<file path="src/rtl/life_engine_if.sv">
// Control, edit and display bus of the Game-of-Life engine.
// The master drives controls and reads status; the slave is the engine.
interface life_engine_if #(
    parameter int unsigned BIT_WIDTH  = 3,
    parameter int unsigned BIT_HEIGHT = 3
);
    logic                            frame_tick;
    logic                            run;
    logic                            step;
    logic                            wrap;
    logic                            clear;
    logic                            wr_en;
    logic [BIT_WIDTH-1:0]            wr_x;
    logic [BIT_HEIGHT-1:0]           wr_y;
    logic                            wr_val;
    logic [BIT_WIDTH-1:0]            rd_x;
    logic [BIT_HEIGHT-1:0]           rd_y;
    logic                            rd_cell;
    logic                            busy;
    logic [15:0]                     gen_count;
    logic [BIT_WIDTH+BIT_HEIGHT:0]   population;
    logic                            overrun;

    modport master (
        output frame_tick, run, step, wrap, clear, wr_en, wr_x, wr_y, wr_val, rd_x, rd_y,
        input  rd_cell, busy, gen_count, population, overrun
    );

    modport slave (
        input  frame_tick, run, step, wrap, clear, wr_en, wr_x, wr_y, wr_val, rd_x, rd_y,
        output rd_cell, busy, gen_count, population, overrun
    );
endinterface

</file>
<file path="src/rtl/life_engine.sv">
// Double-buffered Game-of-Life engine: computes one cell per clk into the back
// buffer, then swaps it into the display-facing front buffer in a single clk.
module life_engine #(
    parameter int unsigned BIT_WIDTH      = 3,
    parameter int unsigned BIT_HEIGHT     = 3,
    parameter int unsigned FRAMES_PER_GEN = 60,
    parameter logic [(2**(BIT_WIDTH+BIT_HEIGHT))-1:0] INIT_PATTERN = 64'h0000_0000_0808_0800
) (
    input  logic         clk,
    input  logic         reset,
    life_engine_if.slave bus
);
    localparam int unsigned IW   = BIT_WIDTH + BIT_HEIGHT;
    localparam int unsigned SIZE = 2 ** IW;
    localparam int unsigned PW   = IW + 1;
    localparam int unsigned FW   = (FRAMES_PER_GEN > 1) ? $clog2(FRAMES_PER_GEN) : 1;

    localparam logic [FW-1:0]         FCNT_LAST = FW'(FRAMES_PER_GEN - 1);
    localparam logic [IW-1:0]         IDX_LAST  = '1;
    localparam logic [PW-1:0]         INIT_POP  = PW'($countones(INIT_PATTERN));
    localparam logic [BIT_WIDTH-1:0]  X_ONE     = BIT_WIDTH'(1);
    localparam logic [BIT_WIDTH-1:0]  X_MAX     = '1;
    localparam logic [BIT_HEIGHT-1:0] Y_ONE     = BIT_HEIGHT'(1);
    localparam logic [BIT_HEIGHT-1:0] Y_MAX     = '1;

    typedef enum logic [1:0] {IDLE, COMPUTE, SWAP} state_t;

    state_t              state_q, state_d;
    logic [SIZE-1:0]     front, back;
    logic [IW-1:0]       idx;
    logic [PW-1:0]       pop_acc;
    logic [PW-1:0]       population_q;
    logic [15:0]         gen_q;
    logic [FW-1:0]       fcnt;
    logic                overrun_q;
    logic                wrap_q;

    logic                trigger;
    logic                busy;
    logic [IW-1:0]       wr_idx;

    logic [BIT_WIDTH-1:0]  cx;
    logic [BIT_HEIGHT-1:0] cy;
    logic [BIT_WIDTH-1:0]  xs [3];
    logic [BIT_HEIGHT-1:0] ys [3];
    logic [2:0]            xv, yv;
    logic [3:0]            ncount;
    logic                  new_cell;

    assign trigger = (bus.run && bus.frame_tick && (fcnt == FCNT_LAST)) || bus.step;
    assign busy    = (state_q != IDLE);
    assign wr_idx  = {bus.wr_y, bus.wr_x};

    assign bus.rd_cell    = front[{bus.rd_y, bus.rd_x}];
    assign bus.busy       = busy;
    assign bus.gen_count  = gen_q;
    assign bus.population = population_q;
    assign bus.overrun    = overrun_q;

    // Neighbour offsets -1/0/+1 wrap naturally in the coordinate width; the
    // valid flags mask off the wrapped ones when the board is bounded.
    always_comb begin
        cx = idx[BIT_WIDTH-1:0];
        cy = idx[IW-1:BIT_WIDTH];
        xs[0] = cx - X_ONE;
        xs[1] = cx;
        xs[2] = cx + X_ONE;
        ys[0] = cy - Y_ONE;
        ys[1] = cy;
        ys[2] = cy + Y_ONE;
        xv = {wrap_q || (cx != X_MAX), 1'b1, wrap_q || (cx != '0)};
        yv = {wrap_q || (cy != Y_MAX), 1'b1, wrap_q || (cy != '0)};
        ncount = '0;
        for (int unsigned j = 0; j < 3; j++) begin
            for (int unsigned i = 0; i < 3; i++) begin
                if (!(i == 1 && j == 1) && xv[i] && yv[j]) begin
                    ncount = ncount + {3'b000, front[{ys[j], xs[i]}]};
                end
            end
        end
        new_cell = (ncount == 4'd3) || (front[idx] && (ncount == 4'd2));
    end

    always_comb begin
        state_d = state_q;
        if (bus.clear) begin
            state_d = IDLE;
        end else begin
            case (state_q)
                IDLE:    if (trigger) state_d = COMPUTE;
                COMPUTE: if (idx == IDX_LAST) state_d = SWAP;
                SWAP:    state_d = IDLE;
                default: state_d = IDLE;
            endcase
        end
    end

    always_ff @(posedge clk) begin
        if (reset) begin
            state_q      <= IDLE;
            front        <= INIT_PATTERN;
            back         <= '0;
            idx          <= '0;
            pop_acc      <= '0;
            population_q <= INIT_POP;
            gen_q        <= '0;
            fcnt         <= '0;
            overrun_q    <= 1'b0;
            wrap_q       <= 1'b0;
        end else begin
            state_q <= state_d;

            if (bus.run && bus.frame_tick) begin
                fcnt <= (fcnt == FCNT_LAST) ? '0 : fcnt + FW'(1);
            end

            if (trigger && busy && !bus.clear) begin
                overrun_q <= 1'b1;
            end

            if (bus.clear) begin
                front        <= '0;
                back         <= '0;
                population_q <= '0;
            end else begin
                case (state_q)
                    IDLE: begin
                        // The write lands in front before COMPUTE starts, so a
                        // same-clk trigger sees the edited board.
                        if (bus.wr_en) begin
                            front[wr_idx] <= bus.wr_val;
                            if (bus.wr_val && !front[wr_idx]) begin
                                population_q <= population_q + PW'(1);
                            end else if (!bus.wr_val && front[wr_idx]) begin
                                population_q <= population_q - PW'(1);
                            end
                        end
                        if (trigger) begin
                            wrap_q  <= bus.wrap;
                            idx     <= '0;
                            pop_acc <= '0;
                        end
                    end
                    COMPUTE: begin
                        back[idx] <= new_cell;
                        pop_acc   <= pop_acc + PW'(new_cell);
                        if (idx != IDX_LAST) begin
                            idx <= idx + IW'(1);
                        end
                    end
                    SWAP: begin
                        front        <= back;
                        population_q <= pop_acc;
                        gen_q        <= gen_q + 16'd1;
                    end
                    default: ;
                endcase
            end
        end
    end
endmodule

</file>
<file path="src/flat_wrapper.sv">
// flat-port wrapper written by rule: the top's interface ports become plain ports
module life_engine_flat 
#(
    parameter int unsigned BIT_WIDTH      = 3,
    parameter int unsigned BIT_HEIGHT     = 3,
    parameter int unsigned FRAMES_PER_GEN = 60,
    parameter logic [(2**(BIT_WIDTH+BIT_HEIGHT))-1:0] INIT_PATTERN = 64'h0000_0000_0808_0800
)
  (clk, reset, bus_frame_tick, bus_run, bus_step, bus_wrap, bus_clear, bus_wr_en, bus_wr_x, bus_wr_y, bus_wr_val, bus_rd_x, bus_rd_y, bus_rd_cell, bus_busy, bus_gen_count, bus_population, bus_overrun);
  life_engine_if #(.BIT_WIDTH(BIT_WIDTH), .BIT_HEIGHT(BIT_HEIGHT)) bus_i ();
  input  logic clk;
  input  logic reset;
  input wire logic [$bits(bus_i.frame_tick)-1:0] bus_frame_tick;
  input wire logic [$bits(bus_i.run)-1:0] bus_run;
  input wire logic [$bits(bus_i.step)-1:0] bus_step;
  input wire logic [$bits(bus_i.wrap)-1:0] bus_wrap;
  input wire logic [$bits(bus_i.clear)-1:0] bus_clear;
  input wire logic [$bits(bus_i.wr_en)-1:0] bus_wr_en;
  input wire logic [$bits(bus_i.wr_x)-1:0] bus_wr_x;
  input wire logic [$bits(bus_i.wr_y)-1:0] bus_wr_y;
  input wire logic [$bits(bus_i.wr_val)-1:0] bus_wr_val;
  input wire logic [$bits(bus_i.rd_x)-1:0] bus_rd_x;
  input wire logic [$bits(bus_i.rd_y)-1:0] bus_rd_y;
  output wire logic [$bits(bus_i.rd_cell)-1:0] bus_rd_cell;
  output wire logic [$bits(bus_i.busy)-1:0] bus_busy;
  output wire logic [$bits(bus_i.gen_count)-1:0] bus_gen_count;
  output wire logic [$bits(bus_i.population)-1:0] bus_population;
  output wire logic [$bits(bus_i.overrun)-1:0] bus_overrun;
  assign bus_i.frame_tick = bus_frame_tick;
  assign bus_i.run = bus_run;
  assign bus_i.step = bus_step;
  assign bus_i.wrap = bus_wrap;
  assign bus_i.clear = bus_clear;
  assign bus_i.wr_en = bus_wr_en;
  assign bus_i.wr_x = bus_wr_x;
  assign bus_i.wr_y = bus_wr_y;
  assign bus_i.wr_val = bus_wr_val;
  assign bus_i.rd_x = bus_rd_x;
  assign bus_i.rd_y = bus_rd_y;
  assign bus_rd_cell = bus_i.rd_cell;
  assign bus_busy = bus_i.busy;
  assign bus_gen_count = bus_i.gen_count;
  assign bus_population = bus_i.population;
  assign bus_overrun = bus_i.overrun;
  life_engine #(.BIT_WIDTH(BIT_WIDTH), .BIT_HEIGHT(BIT_HEIGHT), .FRAMES_PER_GEN(FRAMES_PER_GEN), .INIT_PATTERN(INIT_PATTERN)) u_core (.clk(clk), .reset(reset), .bus(bus_i));
endmodule
</file>
<file path="config.mk">
export PLATFORM = sky130hd
export DESIGN_NAME = life_engine_flat
export DESIGN_NICKNAME = d
export VERILOG_FILES = /design/src/rtl/life_engine_if.sv /design/src/rtl/life_engine.sv /design/src/flat_wrapper.sv
export SDC_FILE = /design/constraint.sdc
export NUM_CORES = 1
export LEC_CHECK = 0
export ABC_CLOCK_PERIOD_IN_PS = 15300
export BUFFER_PORTS_ARGS = -buffer_cell sky130_fd_sc_hd__buf_2
export CAP_MARGIN = 0
export CORE_AREA = 4 4 215 154
export DETAILED_ROUTE_END_ITERATION = 8
export DIE_AREA = 0 0 219 158
export PLACE_DENSITY = 0.62
export SYNTH_ARGS = -nofsm -noshare
export SYNTH_HDL_FRONTEND = slang
export SYNTH_SLANG_ARGS = --single-unit
</file>
<file path="constraint.sdc">
create_clock -name clk -period 15.3 [get_ports clk]
set_input_delay 3.06 -clock clk [delete_from_list [all_inputs] [get_ports clk]]
set_output_delay 3.06 -clock clk [all_outputs]
set_load 0.005 [all_outputs]
</file>
==> impl_metrics.csv <==
group,metric,value,unit
yosys,synth.ff_latch_count,174,
setup_path,cp.required,15.65,ns
setup_path,setup_slack_on_the_worst_flop_to_flop_path,5.32,ns
worst_hold_path,holdCritPathClass,"flop to flop",
yosys,yosys_warnings,0,
worst_hold_path,holdPathEnd,"u_core.back[53]",
die,initial_utilization,39.8,%
power_and_ir_drop,leakagePower,4.51,nW
setup_path,timing.critical_path.slowest_stage_cell,"sky130_fd_sc_hd__dfxtp_1",
detailed_routing,drt-pass1-iter-count,6,
status,run_status,"finished, final reports clean",
detailed_routing,initialDrtViolationCount,1572,
clock_network,numCtsBuffers,17,
cells_and_area,syn_to_layout_area_delta,6.06,%
worst_hold_path,holdPathStages,2,
clock_network,cts_setup_buffers,0,
detailed_routing,ant_nets,0,
yosys,mappedNetlistNets,1503,
placement,place_hpwl,28.5,mm
sta,timing.final.hold_violations,0,
detailed_routing,wire_per_inst,22.2,microns
detailed_routing,detail_route.wirelength,40.5,mm
clock_network,htreeDepth,4,
clock_network,cts_resized,0,
die,fp.dieArea,0.0346,sq mm
setup_path,crit_path_max_incr_delay,0.86,ns
sta,setup_viol_count_final,0,
setup_path,setup.worst_path.class,"flop to flop",
yosys,synthCells,1449,
yosys,synth.distinct_cells,81,
power_and_ir_drop,ir_worst_vdd,0.0659,mV
sta,finalCriticalPeriod,9.98,ns
power_and_ir_drop,post-layout-total-power,975,uW
placement,gp_congestion,1.00,
sta,maximum_clock_frequency,100,MHz
setup_path,regToRegEndpoint,"u_core.pop_acc[6]",
sta,worst-slew-pin-transition,1.14,ns
detailed_routing,post-route-drc-count,0,
sta,worst_hold_slack,0.471,ns
grt,grt_remaining_overflow,0,
sta,post-route-period-util,65.2,%
yosys,syn_area,0.0123,sq mm
yosys,ys_async_sr_fraction,0,%
clock_network,worst_skew_pair.late_latency,0.46,ns
grt,grt_antenna_before_repair,0,
yosys,yosys.cell_count.top_type,"sky130_fd_sc_hd__nor2_1",
die,core_area,0.0309,sq mm
die,ios,47,
detailed_routing,route.detailed.vias_per_inst,6.37,
cells_and_area,fin_area,0.0131,sq mm
grt,number_of_global_route_vias_before_repair,10600,
placement,placed_area,0.0125,sq mm
die,site_rows,54,
sta,slew_viol_final,0,
yosys,syn-mean-instance-area,8.50,sq um
grt,grt_use_total,23.3,%
sta,final.setup.tns,0,ns
cells_and_area,fin_util,42.2,%
setup_path,cp_top_family,"adder cells",
yosys,synth_top_area_share,28.3,%
power_and_ir_drop,cellPowerDensity,74.6,mW/mm^2
sta,max_slew_margin,23.4,%
cells_and_area,nets,1447,
clock_network,clock_transition_at_path_regs,0.07,ns
cells_and_area,fraction_of_final_layout_cells_sized_beyond_drive_strength_1,16.9,%
setup_path,worstPathBufferInverterCount,3,
setup_path,crit_path_start_kind,"flop",
sta,grt_setup_unrepaired,"no",
die,dieWidth,219,microns
clock_network,cts_num_sinks,174,
clock_network,cts_hold_buffers,0,
clock_network,clockRootBuffer,"sky130_fd_sc_hd__clkbuf_16",
worst_hold_path,min_from,"u_core.back[53]",
setup_path,number_of_cells_on_the_worst_reg_to_reg_path,40,
clock_network,tritoncts,"done",
yosys,ys_seq_area_share,28.3,%
setup_path,worst-path-max-fanout,65,
die,floorplan.die.height,158,microns
setup_path,rr_startpoint,"u_core.idx[1]",
setup_path,most_frequent_cell_on_critical_path,"sky130_fd_sc_hd__ha_1",
grt,first_pass_grt_wire_length,62.9,mm
yosys,synthDominantAreaCellType,"sky130_fd_sc_hd__dfxtp_1",
detailed_routing,detailroute.via_count,11600,
yosys,yosys_most_used_dff,"sky130_fd_sc_hd__dfxtp_1",
setup_path,worstSetupEndpointType,"flop",
yosys,synth_common_cells,"202 x sky130_fd_sc_hd__nor2_1, 174 x sky130_fd_sc_hd__dfxtp_1, 146 x sky130_fd_sc_hd__nand2_1",
setup_path,critPathArrivalTime,10.33,ns
job,drv.max_cap_violation_count,0,
yosys,synth_enable_flop_cells,0,
sta,fin_skew,0.0137,ns
placement,port_buffers,46,
clock_network,clock_path_buffers,2,
yosys,synth_top_cells_by_area,"sky130_fd_sc_hd__dfxtp_1 28%, sky130_fd_sc_hd__mux4_2 7.1%, sky130_fd_sc_hd__nor2_1 6.2%",
grt,grt_start_max_net_pins,96,
[cells in the final DEF (no fill, tap or decap), types with 12 or more instances in the layout]
cell,instances
sky130_fd_sc_hd__nand3_1,31
sky130_fd_sc_hd__mux2i_1,36
sky130_fd_sc_hd__o22ai_1,19
sky130_fd_sc_hd__nand4_1,89
sky130_fd_sc_hd__clkbuf_16,17
sky130_fd_sc_hd__buf_4,15
sky130_fd_sc_hd__a22oi_1,33
sky130_fd_sc_hd__or3_1,47
sky130_fd_sc_hd__o21ai_0,78
sky130_fd_sc_hd__xor2_1,22
sky130_fd_sc_hd__xnor2_1,13
sky130_fd_sc_hd__inv_1,21
sky130_fd_sc_hd__buf_2,46
sky130_fd_sc_hd__a311oi_1,65
sky130_fd_sc_hd__o22ai_2,50
sky130_fd_sc_hd__nand2_1,144
sky130_fd_sc_hd__a21oi_1,38
sky130_fd_sc_hd__dfxtp_1,172
sky130_fd_sc_hd__ha_1,32
sky130_fd_sc_hd__nor2_1,201
sky130_fd_sc_hd__mux4_2,39
sky130_fd_sc_hd__nor3_1,12
sky130_fd_sc_hd__mux2_2,25
[stage by stage]
step           setup WS, ns  cells
6_report               5.32   1827
4_1_cts                5.28   1826
3_3_place_gp           5.66   1794
2_1_floorplan          7.08   1449
3_5_place_dp           5.33   1794
5_1_grt                4.61   1826
[power breakdown]
part	total, mW	leakage (nW)	internal (mW)	switching [mW]
Combinational	0.0937	2.84	0.0294	0.0642
Sequential	0.460	1.40	0.455	0.00437
Clock	0.422	0.265	0.215	0.207
Total	0.975	4.51	0.699	0.276
[how the worst max path moves through the flow]
| stage | to | slack, ns | startpoint | cells after the start |
|---|---|---|---|---|
| 4_1_cts | u_core.pop_acc[6] | 5.28 | u_core.idx[0] | 41 |
| 3_3_place_gp | u_core.pop_acc[6] | 5.66 | u_core.idx[0] | 41 |
| 6_report | u_core.pop_acc[6] | 5.32 | u_core.idx[1] | 40 |
| 5_1_grt | u_core.pop_acc[6] | 4.61 | u_core.idx[1] | 40 |
| 2_1_floorplan | u_core.pop_acc[6] | 7.08 | u_core.idx[0] | 43 |
| 3_5_place_dp | u_core.pop_acc[6] | 5.33 | u_core.idx[0] | 41 |
[flip-flops by register name (all words and copies together), names as in the netlist]
| register | flops |
|---|---|
| u_core.state_q | 2 |
| u_core.back | 64 |
| u_core.wrap_q | 1 |
| u_core.bus.population | 7 |
| u_core.fcnt | 6 |
| u_core.pop_acc | 7 |
| u_core.bus.overrun | 1 |
| u_core.front | 64 |
| u_core.idx | 6 |
| u_core.bus.gen_count | 16 |
[final cells by class]
cell class	instances	area [sq um]
flip-flops and latches	174	3490
fillers	3108	17900
diodes	1	2.50
well taps	420	526
multi-input cells	1116	8080
clock buffers	18	439
clock inverters	14	110
repair buffers	61	343
inverters	23	86.3
[logic make-up after synthesis]
family	Yosys count	share of synthesized area, %
buffers and inverters	159	6.48
AND/OR/NAND/NOR	597	23.3
AO/OA/AOI/OAI	339	21.5
adder cells (fa/ha/maj)	33	3.41
XOR/XNOR	39	3.02
flip-flops	174	28.3
multiplexers	108	14.0
[metal layers]
| metal | GRT usage [%] | vias to the layer above | part of all wire, % |
|---|---|---|---|
| li1 | - | 5345 | - |
| met1 | 34.3 | 5639 | 46 |
| met2 | 33.0 | 593 | 42 |
| met3 | 6.24 | 63 | 11 |
| met4 | 7.28 | 0 | 2.1 |
| met5 | 0 | - | 0 |
[worst register-to-register path: cells and delay by family, from the launching register on]
family / cells / cell delay [ns]
AND/OR/NAND/NOR: 13 / 1.61
flip-flops: 1 / 0.86
XOR/XNOR: 4 / 0.95
adder cells (fa/ha/maj): 11 / 2.95
buffers and inverters: 3 / 0.95
AO/OA/AOI/OAI: 5 / 0.81
multiplexers: 4 / 1.76
No activity file was read; power rests on OpenSTA's default activity.
